File: src/rtl/ps2_key_ctrl_if.sv
// Bus between the ps2_keyboard receive FIFO, the key controller and the
// downstream display/LED logic. The controller drives the pop strobe and
// the decoded key state. The keyboard/environment side drives the FIFO head.
interface ps2_key_ctrl_if #(
  parameter int CNT_W = 8
);
  logic [7:0]       kb_data;
  logic             kb_ready;
  logic             kb_overflow;
  logic             nextdata_n;
  logic             evt_valid;
  logic             evt_make;
  logic             evt_ext;
  logic [7:0]       evt_code;
  logic             key_down;
  logic [7:0]       held_code;
  logic             held_ext;
  logic [CNT_W-1:0] press_cnt;
  logic             ovf_err;

  modport master (
    input  kb_data, kb_ready, kb_overflow,
    output nextdata_n, evt_valid, evt_make, evt_ext, evt_code,
           key_down, held_code, held_ext, press_cnt, ovf_err
  );

  modport slave (
    output kb_data, kb_ready, kb_overflow,
    input  nextdata_n, evt_valid, evt_make, evt_ext, evt_code,
           key_down, held_code, held_ext, press_cnt, ovf_err
  );
endinterface

File: src/rtl/ps2_key_ctrl.sv
// ps2_key_ctrl: pops bytes from the ps2_keyboard FIFO one at a time and
// turns Set-2 scan codes (with E0 extended / F0 break prefixes) into clean
// make/break events, a held-key level and a press counter that ignores
// typematic repeats.
module ps2_key_ctrl #(
  parameter int CNT_W = 8
) (
  input logic            clk,
  input logic            rst,
  ps2_key_ctrl_if.master bus
);
  typedef enum logic [1:0] {IDLE, POP, GAP} pop_state_t;
  typedef enum logic [1:0] {P_NORM, P_E0, P_F0, P_E0F0} parse_state_t;

  localparam logic [7:0] PFX_EXT = 8'hE0;
  localparam logic [7:0] PFX_BRK = 8'hF0;

  pop_state_t       pop_state;
  parse_state_t     parse_state;
  parse_state_t     parse_next;
  logic [7:0]       byte_r;
  logic             nextdata_n_r;
  logic             evt_valid_r;
  logic             evt_make_r;
  logic             evt_ext_r;
  logic [7:0]       evt_code_r;
  logic             key_down_r;
  logic [7:0]       held_code_r;
  logic             held_ext_r;
  logic [CNT_W-1:0] press_cnt_r;
  logic             ovf_err_r;
  logic             dec_evt;
  logic             dec_make;
  logic             dec_ext;
  logic             same_key;

  // Classify the latched byte against the current prefix context
  always_comb begin
    parse_next = parse_state;
    dec_evt    = 1'b0;
    dec_make   = 1'b0;
    dec_ext    = 1'b0;
    case (parse_state)
      P_NORM: begin
        if (byte_r == PFX_EXT) begin
          parse_next = P_E0;
        end else if (byte_r == PFX_BRK) begin
          parse_next = P_F0;
        end else begin
          dec_evt    = 1'b1;
          dec_make   = 1'b1;
          parse_next = P_NORM;
        end
      end
      P_E0: begin
        if (byte_r == PFX_BRK) begin
          parse_next = P_E0F0;
        end else if (byte_r == PFX_EXT) begin
          parse_next = P_E0;
        end else begin
          dec_evt    = 1'b1;
          dec_make   = 1'b1;
          dec_ext    = 1'b1;
          parse_next = P_NORM;
        end
      end
      P_F0: begin
        dec_evt    = 1'b1;
        parse_next = P_NORM;
      end
      P_E0F0: begin
        dec_evt    = 1'b1;
        dec_ext    = 1'b1;
        parse_next = P_NORM;
      end
      default: parse_next = P_NORM;
    endcase
    same_key = key_down_r && (byte_r == held_code_r) && (dec_ext == held_ext_r);
  end

  // Pop handshake (IDLE -> POP -> GAP), prefix parsing and held-key tracking
  always_ff @(posedge clk) begin
    if (rst) begin
      pop_state    <= IDLE;
      parse_state  <= P_NORM;
      byte_r       <= 8'h00;
      nextdata_n_r <= 1'b1;
      evt_valid_r  <= 1'b0;
      evt_make_r   <= 1'b0;
      evt_ext_r    <= 1'b0;
      evt_code_r   <= 8'h00;
      key_down_r   <= 1'b0;
      held_code_r  <= 8'h00;
      held_ext_r   <= 1'b0;
      press_cnt_r  <= '0;
      ovf_err_r    <= 1'b0;
    end else begin
      evt_valid_r <= 1'b0;
      if (bus.kb_overflow) begin
        ovf_err_r <= 1'b1;
      end
      case (pop_state)
        IDLE: begin
          if (bus.kb_ready) begin
            byte_r       <= bus.kb_data;
            nextdata_n_r <= 1'b0;
            pop_state    <= POP;
          end
        end
        POP: begin
          nextdata_n_r <= 1'b1;
          pop_state    <= GAP;
          parse_state  <= parse_next;
          if (dec_evt) begin
            if (dec_make) begin
              if (!same_key) begin
                evt_valid_r <= 1'b1;
                evt_make_r  <= 1'b1;
                evt_ext_r   <= dec_ext;
                evt_code_r  <= byte_r;
                press_cnt_r <= press_cnt_r + CNT_W'(1);
                key_down_r  <= 1'b1;
                held_code_r <= byte_r;
                held_ext_r  <= dec_ext;
              end
            end else begin
              evt_valid_r <= 1'b1;
              evt_make_r  <= 1'b0;
              evt_ext_r   <= dec_ext;
              evt_code_r  <= byte_r;
              if (same_key) begin
                key_down_r  <= 1'b0;
                held_code_r <= 8'h00;
                held_ext_r  <= 1'b0;
              end
            end
          end
        end
        GAP: begin
          pop_state <= IDLE;
        end
        default: pop_state <= IDLE;
      endcase
    end
  end

  assign bus.nextdata_n = nextdata_n_r;
  assign bus.evt_valid  = evt_valid_r;
  assign bus.evt_make   = evt_make_r;
  assign bus.evt_ext    = evt_ext_r;
  assign bus.evt_code   = evt_code_r;
  assign bus.key_down   = key_down_r;
  assign bus.held_code  = held_code_r;
  assign bus.held_ext   = held_ext_r;
  assign bus.press_cnt  = press_cnt_r;
  assign bus.ovf_err    = ovf_err_r;
endmodule

File: src/flat_wrapper.sv
// flat-port wrapper written by rule: the top's interface ports become plain ports
module ps2_key_ctrl_flat 
#(
  parameter int CNT_W = 8
)
  (clk, rst, bus_kb_data, bus_kb_ready, bus_kb_overflow, bus_nextdata_n, bus_evt_valid, bus_evt_make, bus_evt_ext, bus_evt_code, bus_key_down, bus_held_code, bus_held_ext, bus_press_cnt, bus_ovf_err);
  ps2_key_ctrl_if #(.CNT_W(CNT_W)) bus_i ();
  input logic clk;
  input logic rst;
  input wire logic [$bits(bus_i.kb_data)-1:0] bus_kb_data;
  input wire logic [$bits(bus_i.kb_ready)-1:0] bus_kb_ready;
  input wire logic [$bits(bus_i.kb_overflow)-1:0] bus_kb_overflow;
  output wire logic [$bits(bus_i.nextdata_n)-1:0] bus_nextdata_n;
  output wire logic [$bits(bus_i.evt_valid)-1:0] bus_evt_valid;
  output wire logic [$bits(bus_i.evt_make)-1:0] bus_evt_make;
  output wire logic [$bits(bus_i.evt_ext)-1:0] bus_evt_ext;
  output wire logic [$bits(bus_i.evt_code)-1:0] bus_evt_code;
  output wire logic [$bits(bus_i.key_down)-1:0] bus_key_down;
  output wire logic [$bits(bus_i.held_code)-1:0] bus_held_code;
  output wire logic [$bits(bus_i.held_ext)-1:0] bus_held_ext;
  output wire logic [$bits(bus_i.press_cnt)-1:0] bus_press_cnt;
  output wire logic [$bits(bus_i.ovf_err)-1:0] bus_ovf_err;
  assign bus_i.kb_data = bus_kb_data;
  assign bus_i.kb_ready = bus_kb_ready;
  assign bus_i.kb_overflow = bus_kb_overflow;
  assign bus_nextdata_n = bus_i.nextdata_n;
  assign bus_evt_valid = bus_i.evt_valid;
  assign bus_evt_make = bus_i.evt_make;
  assign bus_evt_ext = bus_i.evt_ext;
  assign bus_evt_code = bus_i.evt_code;
  assign bus_key_down = bus_i.key_down;
  assign bus_held_code = bus_i.held_code;
  assign bus_held_ext = bus_i.held_ext;
  assign bus_press_cnt = bus_i.press_cnt;
  assign bus_ovf_err = bus_i.ovf_err;
  ps2_key_ctrl #(.CNT_W(CNT_W)) u_core (.clk(clk), .rst(rst), .bus(bus_i));
endmodule
File: config.mk
export PLATFORM = sky130hd
export DESIGN_NAME = ps2_key_ctrl_flat
export DESIGN_NICKNAME = d
export VERILOG_FILES = /design/src/rtl/ps2_key_ctrl_if.sv /design/src/rtl/ps2_key_ctrl.sv /design/src/flat_wrapper.sv
export SDC_FILE = /design/constraint.sdc
export NUM_CORES = 1
export LEC_CHECK = 0
export ABC_AREA = 1
export BUFFER_PORTS_ARGS = -buffer_cell sky130_fd_sc_hd__buf_2
export CORE_ASPECT_RATIO = 0.75
export CORE_MARGIN = 4
export CORE_UTILIZATION = 56
export CTS_BUF_LIST = sky130_fd_sc_hd__clkbuf_2
export DETAILED_ROUTE_END_ITERATION = 10
export MAX_ROUTING_LAYER = met4
export PLACE_DENSITY = 0.9
export SLEW_MARGIN = 20
export SYNTH_ARGS = -nofsm -noshare
export SYNTH_HDL_FRONTEND = slang
export SYNTH_SLANG_ARGS = --single-unit
File: constraint.sdc
create_clock -name clk -period 2.5 [get_ports clk]
set_input_delay 0.5 -clock clk [delete_from_list [all_inputs] [get_ports clk]]
set_output_delay 0.5 -clock clk [all_outputs]
set_load 0.03 [all_outputs]
== Yosys cells after proc, flatten, opt, wreduce, memory -nomap -nowiden ==
Cells that the tools add are included.
Storage, ports and cells
  logic and storage cells: 69
  input port bits: 12
  output and inout bits: 31
  register bits: 43
Operators by class
  bitwise logic cells: 3
  reductions and logical operators: 13
  add/subtract/negate cells: 1
  equality and inequality tests: 10
  mux-type cells: 29
Operator list (number)
  two-way mux 8 bit: 4
  == test 8 bit, second input constant: 2
  two-way mux 1 bit: 15
  adder 8 x 1 -> 8 bit, second input constant: 1
  == test 8 bit: 1
  two-way mux 2 bit: 4
  AND reduction 4 bit: 2
  case mux 1 bit (2 select lines): 3
  case mux 2 bit (3 select lines): 1
  == test 2 x 1 -> 1 bit, second input constant: 2
  == test 2 bit, second input constant: 2
  logical NOT 2 bit: 2
  != test 2 bit, second input constant: 2
  case mux 2 bit (2 select lines): 1
  AND reduction 2 bit: 2
  nonzero test 2 bit: 2
  NOT 1 bit: 3
  case mux 1 bit (3 select lines): 1
  AND reduction 3 bit: 1
  OR reduction 3 bit: 1
  logical AND 1 bit: 2
  OR reduction 2 bit: 1
  == test 1 bit: 1

== Depth between registers and ports, before layout ==
Gate-level depths: netlist of the first run.
  word-level depth: 8
  mapped depth: 14
  mapped depth without buffers: 13

== Least setup slack after synthesis of the first run ==
Ideal clock, no wire load.
  kind: register -> register
  start: register u_core.byte_r[1]
  end: register u_core.held_ext_r (netlist: u_core.bus.held_ext)
  clock period less this slack: 1.948 ns
  arrival: 1.827 ns
  buffers on the path: 1
  setup time: 0.121 ns
  path slack: 0.552 ns
  stages on the path, launching flop included: 14
  path through: dfxtp_1 > inv_2 > nand2_2 > nor2_2 > nand2_2 > nand3_2 > nand3_2 > nand3_2 > inv_1 > ha_1 > clkbuf_1 > nand3_1 > nand2_1 > a21oi_1
On the way
  cells in the longest elaborated chain, start to end: 8
  elaborated cells between the ends (all ways): 18
  classes of those cells: eq/ne (5); mux (9); reduce/logical (4)
Ends and longest elaborated chain
  start, declared: line ps2_key_ctrl.sv:21  | logic [7:0] byte_r;
  start signal, assigned: line ps2_key_ctrl.sv:105  | byte_r <= bus.kb_data;
  == test 8 bit: line ps2_key_ctrl.sv:45, ps2_key_ctrl.sv:58
  two-way mux 1 bit: line ps2_key_ctrl.sv:58  | end else if (byte_r == PFX_EXT) begin
  two-way mux 1 bit: line ps2_key_ctrl.sv:56  | if (byte_r == PFX_BRK) begin
  case mux 1 bit (2 select lines): line ps2_key_ctrl.sv:43  | case (parse_state)
  == test 1 bit: line ps2_key_ctrl.sv:78  | same_key = key_down_r && (byte_r == held_code_r) && (dec_ext == held_ext_r);
  logical AND 1 bit: line ps2_key_ctrl.sv:78
  != test 2 bit (no source line) or nonzero test 2 bit (tied branches)
  AND reduction 4 bit (no source line)
  end signal, assigned: line ps2_key_ctrl.sv:124  | held_ext_r <= dec_ext;
  end, declared: line ps2_key_ctrl.sv:29  | logic held_ext_r;
Parallel ways exist; a longest one is shown, timed or not. The select of a mux whose other input is x is not followed.
A chain may end at the register's enable or synchronous reset.

== Final worst setup path of the first run ==
  start: register u_core.byte_r[3]
  end: register u_core.held_code_r[5] (netlist: u_core.bus.held_code[5])
On the way
  cells in the longest elaborated chain, start to end: 8
  elaborated cells between the ends (all ways): 17
  classes of those cells: eq/ne (5); mux (8); reduce/logical (4)
Ends and longest elaborated chain
  == test 8 bit: line ps2_key_ctrl.sv:45, ps2_key_ctrl.sv:58
  two-way mux 1 bit: line ps2_key_ctrl.sv:58
  two-way mux 1 bit: line ps2_key_ctrl.sv:56
  case mux 1 bit (2 select lines): line ps2_key_ctrl.sv:43
  == test 1 bit: line ps2_key_ctrl.sv:78
  logical AND 1 bit: line ps2_key_ctrl.sv:78
  != test 2 bit (no source line) or nonzero test 2 bit (tied branches)
  AND reduction 4 bit (no source line)
  end signal, assigned: line ps2_key_ctrl.sv:123  | held_code_r <= byte_r;
  end, declared: line ps2_key_ctrl.sv:28  | logic [7:0] held_code_r;
Parallel ways exist; a longest one is shown, timed or not.

==> metrics.csv, run 1 <==
metric,value,unit
Pins Over Slew Limit,0,
root buffer cell,clkbuf_2,
GRT busiest layer,met2,
Routed WL per cell,14.09,um
Synth Flop Type,dfxtp_1,
Hold Buf Count CTS,0,
antenna violations before repair,0,
run status,"finished, final reports clean",
part of the cycle the worst path needs,88.77,%
Reg power frac,55.4,%
Die ar.,0.004664,mm^2
Congestion Overflow GR,0,
Starting DRT DRC Count,144,
CTS Buf Count,5,
peak supply drop,0.6113,mV
core area,0.003378,mm^2
placer congestion estimate,0.9957,
clock skew,0.01700,ns
drt first pass iters,4,
final wirelength,4777,um
share of the synthesized area in the top cell type,42.39,%
area grow syn2layout,14.97,%
final cell count without fillers,339,
starting density of the core,60.11,%
Psw,400.1,uW
GR Util met1,28.73,%
type of element capturing the critical path,flip-flop,
vias,1815,
final setup margin,0.2807,ns
HPWL after DPL,3563,um
start point of the worst hold path,bus_kb_overflow,
CP startpoint kind,flip-flop,
final hold viol count,0,
pin count of the biggest net entering global routing,19,
hold crit path type,input pin to flip-flop,
P_int,946.0,uW
leak pwr,0.9763,nW
Pwr per Cell Area,576.6,mW/mm^2
# DRC,0,
CTS tree,done,
H-tree level count,2,
flop2flop setup slack,0.28,ns
"most common cell after layout, fill and taps aside",nand2_1,
worst slew pin tran,0.5195,ns
setup TNS,0,ns
met3 Track Usage GR,5.120,%
share of cells above drive strength 1,33.44,%
"FF+latch count, synth",43,
clock-pin slew on the worst setup and hold paths,0.22,ns
"Clk Latency, worst-skew pair",0.42,ns
DP Area,0.002268,mm^2
chip height,60.15,um
Crit Path Max Fanout,11,
n_diodes,0,
IO Port Bufs,42,
grt met2 use,35.30,%
CTS Buffer Depth,2,
DP Worst Slack,0.2341,ns
GRT Overall Usage,22.89,%
synthesized area per cell,7.964,um^2
Crit Reg-Reg Startpoint,u_core.byte_r[3],
vias in the first global route,1703,
"EDFF count, synth",0,
"Seq/Total Area, Yosys",42.39,%
Hold WS,0.2625,ns
library cells used by synthesis,28,
fmax,0.4506,GHz
Max Cap Violations,0,
Reg2Reg Depth,12,
setup repair bufs after CTS,0,
RSZ-0062 raised after global routing,false,
DP Cell Count,331,
first-pass GRT wire length,7990,um
Worst Path Arrival,2.53,ns
CP Data Required Time,2.81,ns
CP Class,flip-flop to flip-flop,
Final ANT Viol Nets,0,
"area leader, netlist",dfxtp_1,
Post-Syn Area,0.002031,mm^2
Hold Crit Endpoint,u_core.bus.ovf_err,
FF-to-FF End,u_core.bus.held_code[5],
Final #Nets,312,
io pins,43,
asr flop ratio synth,0,%
vias per cell,5.354,
"top cells by area, synth","dfxtp_1, nand2_1, a21oi_2",
design area,0.002335,mm^2
Synth Instances,255,
Comb power frac,15.5,%
"commonest non-fill, non-tap cells in the layout","nand2_1, dfxtp_1, buf_2",
synthesis warning total,0,
Slew HR,65.33,%
CTS sink cnt,43,
hold path depth,3,
die width,77.54,um
Clock power frac,29.1,%
post-cts resize count,0,
Sw Ratio,29.72,%
Post-Syn Nets,269,
# rows,18,
Setup-failing EPs final,0,
fin crit period,2.219,ns
power groups by stage:
stage	Sequential, mW	Clock, mW	Combinational, mW
after floorplan	0.788	0	0.120
after global placement	0.758	0	0.203
after detailed placement	0.759	0	0.208
after CTS	0.745	0.396	0.208
after global routing	0.751	0.427	0.230
final	0.746	0.392	0.208
metal layers:
| layer | up-vias | part of all wire [%] |
|---|---|---|
| met2 | 52 | 46 |
| li1 | 913 | - |
| met3 | 8 | 6.0 |
| met4 | 0 | 1.2 |
| met5 | - | 0 |
| met1 | 842 | 47 |
area by class of cell:
cell class / count / area, um^2
fillers: 287 / 1044
clock buffers: 5 / 25.02
clock inverters: 3 / 38.79
inverters: 25 / 98.84
multi-input cells: 180 / 1044
flip-flops and latches: 43 / 860.8
well taps: 40 / 50.05
repair buffers: 43 / 217.7
metrics by stage:
step                util (%)  total power [mW]
detailed placement     67.15            0.9666
global placement       67.15            0.9617
floorplan                  -            0.9078
global route           69.11             1.407
CTS                    69.04             1.349
finish                 69.11             1.346
Yosys cell counts (4+ instances only):
master,count
a21oi_1,19
a21oi_2,15
clkbuf_1,6
dfxtp_1,43
inv_1,21
nand2_1,47
nand2_2,16
nand2_4,4
nand3_1,22
nor2_1,20
o21ai_0,10
xnor2_1,5
cell families (layout without fill, tap and decap cells):
group           after synthesis  in the layout  share of synthesized area [%]
fa+ha+maj                     2              2                          1.232
buf+inv                      32             76                          6.347
flops                        43             43                          42.39
xor+xnor                      8              8                          3.451
simple gates                120            120                          30.75
compound gates               50             50                          15.84
sequential cells by signal (all words and copies together) (netlist names):
register               cells
u_core.pop_state           2
u_core.bus.held_code       8
u_core.bus.evt_make        1
u_core.bus.key_down        1
u_core.bus.held_ext        1
u_core.bus.evt_code        8
u_core.bus.nextdata_n      1
u_core.bus.evt_valid       1
u_core.bus.ovf_err         1
u_core.parse_state         2
u_core.byte_r              8
u_core.bus.evt_ext         1
u_core.bus.press_cnt       8
worst max-delay path, stage by stage, from the launching register on:
cell	delay (ns)
dfxtp_1	0.39
inv_1	0.13
nand2_1	0.08
nor2_2	0.13
nand2_2	0.12
nand3_2	0.14
nand3_2	0.11
nand3_2	0.12
inv_1	0.05
ha_2	0.46
nand2_2	0.18
nand2_1	0.12
a21oi_1	0.06
worst max path at each step:
stage                          start                      end  cells after the start
finish              u_core.byte_r[3]  u_core.bus.held_code[5]                     12
global route        u_core.byte_r[3]  u_core.bus.held_code[3]                     12
CTS                 u_core.byte_r[3]  u_core.bus.held_code[5]                     12
detailed placement  u_core.byte_r[3]  u_core.bus.held_code[0]                     12
global placement    u_core.byte_r[3]  u_core.bus.held_code[1]                     12
floorplan           u_core.byte_r[1]      u_core.bus.held_ext                     13
Power figures use the tool's default switching activity.
==> run 2, diff against run 1 <==
Settings changed: CORE_MARGIN 4 to 1.5, CORE_UTILIZATION 56 to 50, PLACE_DENSITY 0.9 to 0.82.
==> metrics.csv, run 2 (same netlist as run 1, synthesis figures left out) <==
metric,value,unit,change
final wirelength,4502,um,-5.8%
Max Cap Violations,0,,unchanged
area of the multi-input gates,0.001041,mm^2,-0.24%
part of the cycle the worst path needs,83.70,%,-5.1 points
Setup-failing EPs final,0,,unchanged
"commonest non-fill, non-tap cells in the layout","nand2_1, dfxtp_1, buf_2",,
Crit Path Max Fanout,8,,-3
IO Port Bufs,42,,unchanged
grt met2 use,34.82,%,-0.48 points
GR Util met1,28.60,%,-0.13 points
worst path bufs/invs,3,,+1
H-tree level count,2,,unchanged
Pins Over Slew Limit,0,,unchanged
Crit path max-delay family,simple AND/OR/NAND/NOR gates,,
n_diodes,0,,unchanged
Hold Buf Count CTS,0,,unchanged
Worst Path Arrival,2.45,ns,-0.08 ns
cell seen most often among critical-path stages,nand3_2,,
vias in the first global route,1656,,-2.8%
GRT busiest layer,met2,,
Post-Route Utilization,61.60,%,-7.5 points
leak pwr,0.9693,nW,-0.71%
HPWL after DPL,3348,um,-6.0%
vias per cell,5.108,,-4.6%
CTS sink cnt,43,,unchanged
clock skew,0.01133,ns,-0.005668 ns
chip height,58.19,um,-3.3%
setup repair bufs after CTS,0,,unchanged
starting density of the core,53.72,%,-6.4 points
io pins,43,,unchanged
PnR Total Power,1.240,mW,-7.9%
placer congestion estimate,0.8528,,-14%
worst slew pin tran,0.4949,ns,-0.02459 ns
pin count of the biggest net entering global routing,21,,+2
Pwr per Cell Area,532.6,mW/mm^2,-7.6%
area grow syn2layout,14.66,%,
DP Area,0.002291,mm^2,+0.99%
post-cts resize count,0,,unchanged
Final #Nets,313,,+0.32%
met3 Track Usage GR,4.882,%,-0.24 points
CTS tree,done,,
CP startpoint kind,flip-flop,,
# fillers,359,,+25%
final setup margin,0.4076,ns,+0.1269 ns
Routed WL per cell,12.79,um,-9.2%
vias,1798,,-0.94%
fmax,0.4779,GHz,+6.1%
type of element capturing the critical path,flip-flop,,
Congestion Overflow GR,0,,unchanged
"most common cell after layout, fill and taps aside",nand2_1,,
FF+latch area,860.8,um^2,unchanged
peak supply drop,0.3257,mV,-47%
CP Class,flip-flop to flip-flop,,
DP Worst Slack,0.4359,ns,+0.2018 ns
# rows,19,,+1
GRT Overall Usage,22.23,%,-0.66 points
antenna violations before repair,0,,unchanged
RSZ-0062 raised after global routing,false,,
hold crit path type,input pin to flip-flop,,
# DRC,0,,unchanged
Final ANT Viol Nets,0,,unchanged
drt first pass iters,4,,unchanged
die width,76.59,um,-1.2%
share of cells above drive strength 1,33.00,%,-0.44 points
core area,0.003780,mm^2,+12%
root buffer cell,clkbuf_2,,
Starting DRT DRC Count,88,,-39%
run status,"finished, final reports clean",,
CTS Buf Count,5,,unchanged
CTS Buffer Depth,2,,unchanged
CP max stage delay,0.40,ns,-0.06 ns
setup TNS,0,ns,unchanged
fin crit period,2.092,ns,-0.1269 ns
clock-pin slew on the worst setup and hold paths,0.21,ns,about the same
slowest cell on the critical path,dfxtp_1,,
CP Data Required Time,2.86,ns,+0.05 ns
first-pass GRT wire length,7500,um,-6.1%
Die ar.,0.004456,mm^2,-4.4%
Slew HR,66.94,%,+1.6 points
final hold viol count,0,,unchanged
design area,0.002328,mm^2,-0.27%
critical-path cell list,inv_1 > nand2_1 > nor2_2 > nand2_2 > nand3_2 > nand3_2 > nand3_2 > inv_1 > ha_1 > buf_4 > nand3_1 > a21oi_1,,
"Clk Latency, worst-skew pair",0.41,ns,about the same
## run 2: layer usage
layer	wire length [um]	vias to the layer above
li1	-	915
met1	2240	816
met2	1934	57
met3	249	10
met4	78	0
met5	0	-
## run 2: final cells by class
type	instances	share of cell area (%)
multi-input cells	180	44.71
well taps	52	2.794
clock inverters	2	0.3224
inverters	25	4.245
clock buffers	6	1.290
flip-flops and latches	43	36.97
repair buffers	44	9.672
## run 2: path summary, 6_finish.rpt
check,to,slack (ns),from,depth (start not counted)
max,u_core.bus.held_code[7],0.41,u_core.byte_r[3],12
min,u_core.bus.ovf_err,0.27,bus_kb_overflow,3
max reg2reg,u_core.bus.held_code[7],0.41,u_core.byte_r[3],12
min reg2reg,u_core.bus.nextdata_n,0.46,u_core.bus.nextdata_n,2
## run 2: power breakdown
group          switching [mW]  total (mW)  internal (mW)  leakage (nW)
registers              0.0292       0.746          0.717         0.351
clock network           0.220       0.287         0.0673        0.0281
logic                   0.142       0.207         0.0650         0.591
total                   0.391        1.24          0.849         0.969
## run 2: worst reg2reg max path, cell delays in order, from the launching register on
cell and delay [ns]:
dfxtp_1 0.40, inv_1 0.12, nand2_1 0.07, nor2_2 0.13
nand2_2 0.11, nand3_2 0.13, nand3_2 0.12, nand3_2 0.13
inv_1 0.05, ha_1 0.34, buf_4 0.19, nand3_1 0.09
a21oi_1 0.17
## run 2: metrics by stage
stage	hold slack (ns)	std cells
finish	0.2707	352
global route	0.2670	352
CTS	0.2601	352
detailed placement	0.4369	344
global placement	0.4248	344
floorplan	0.4496	255
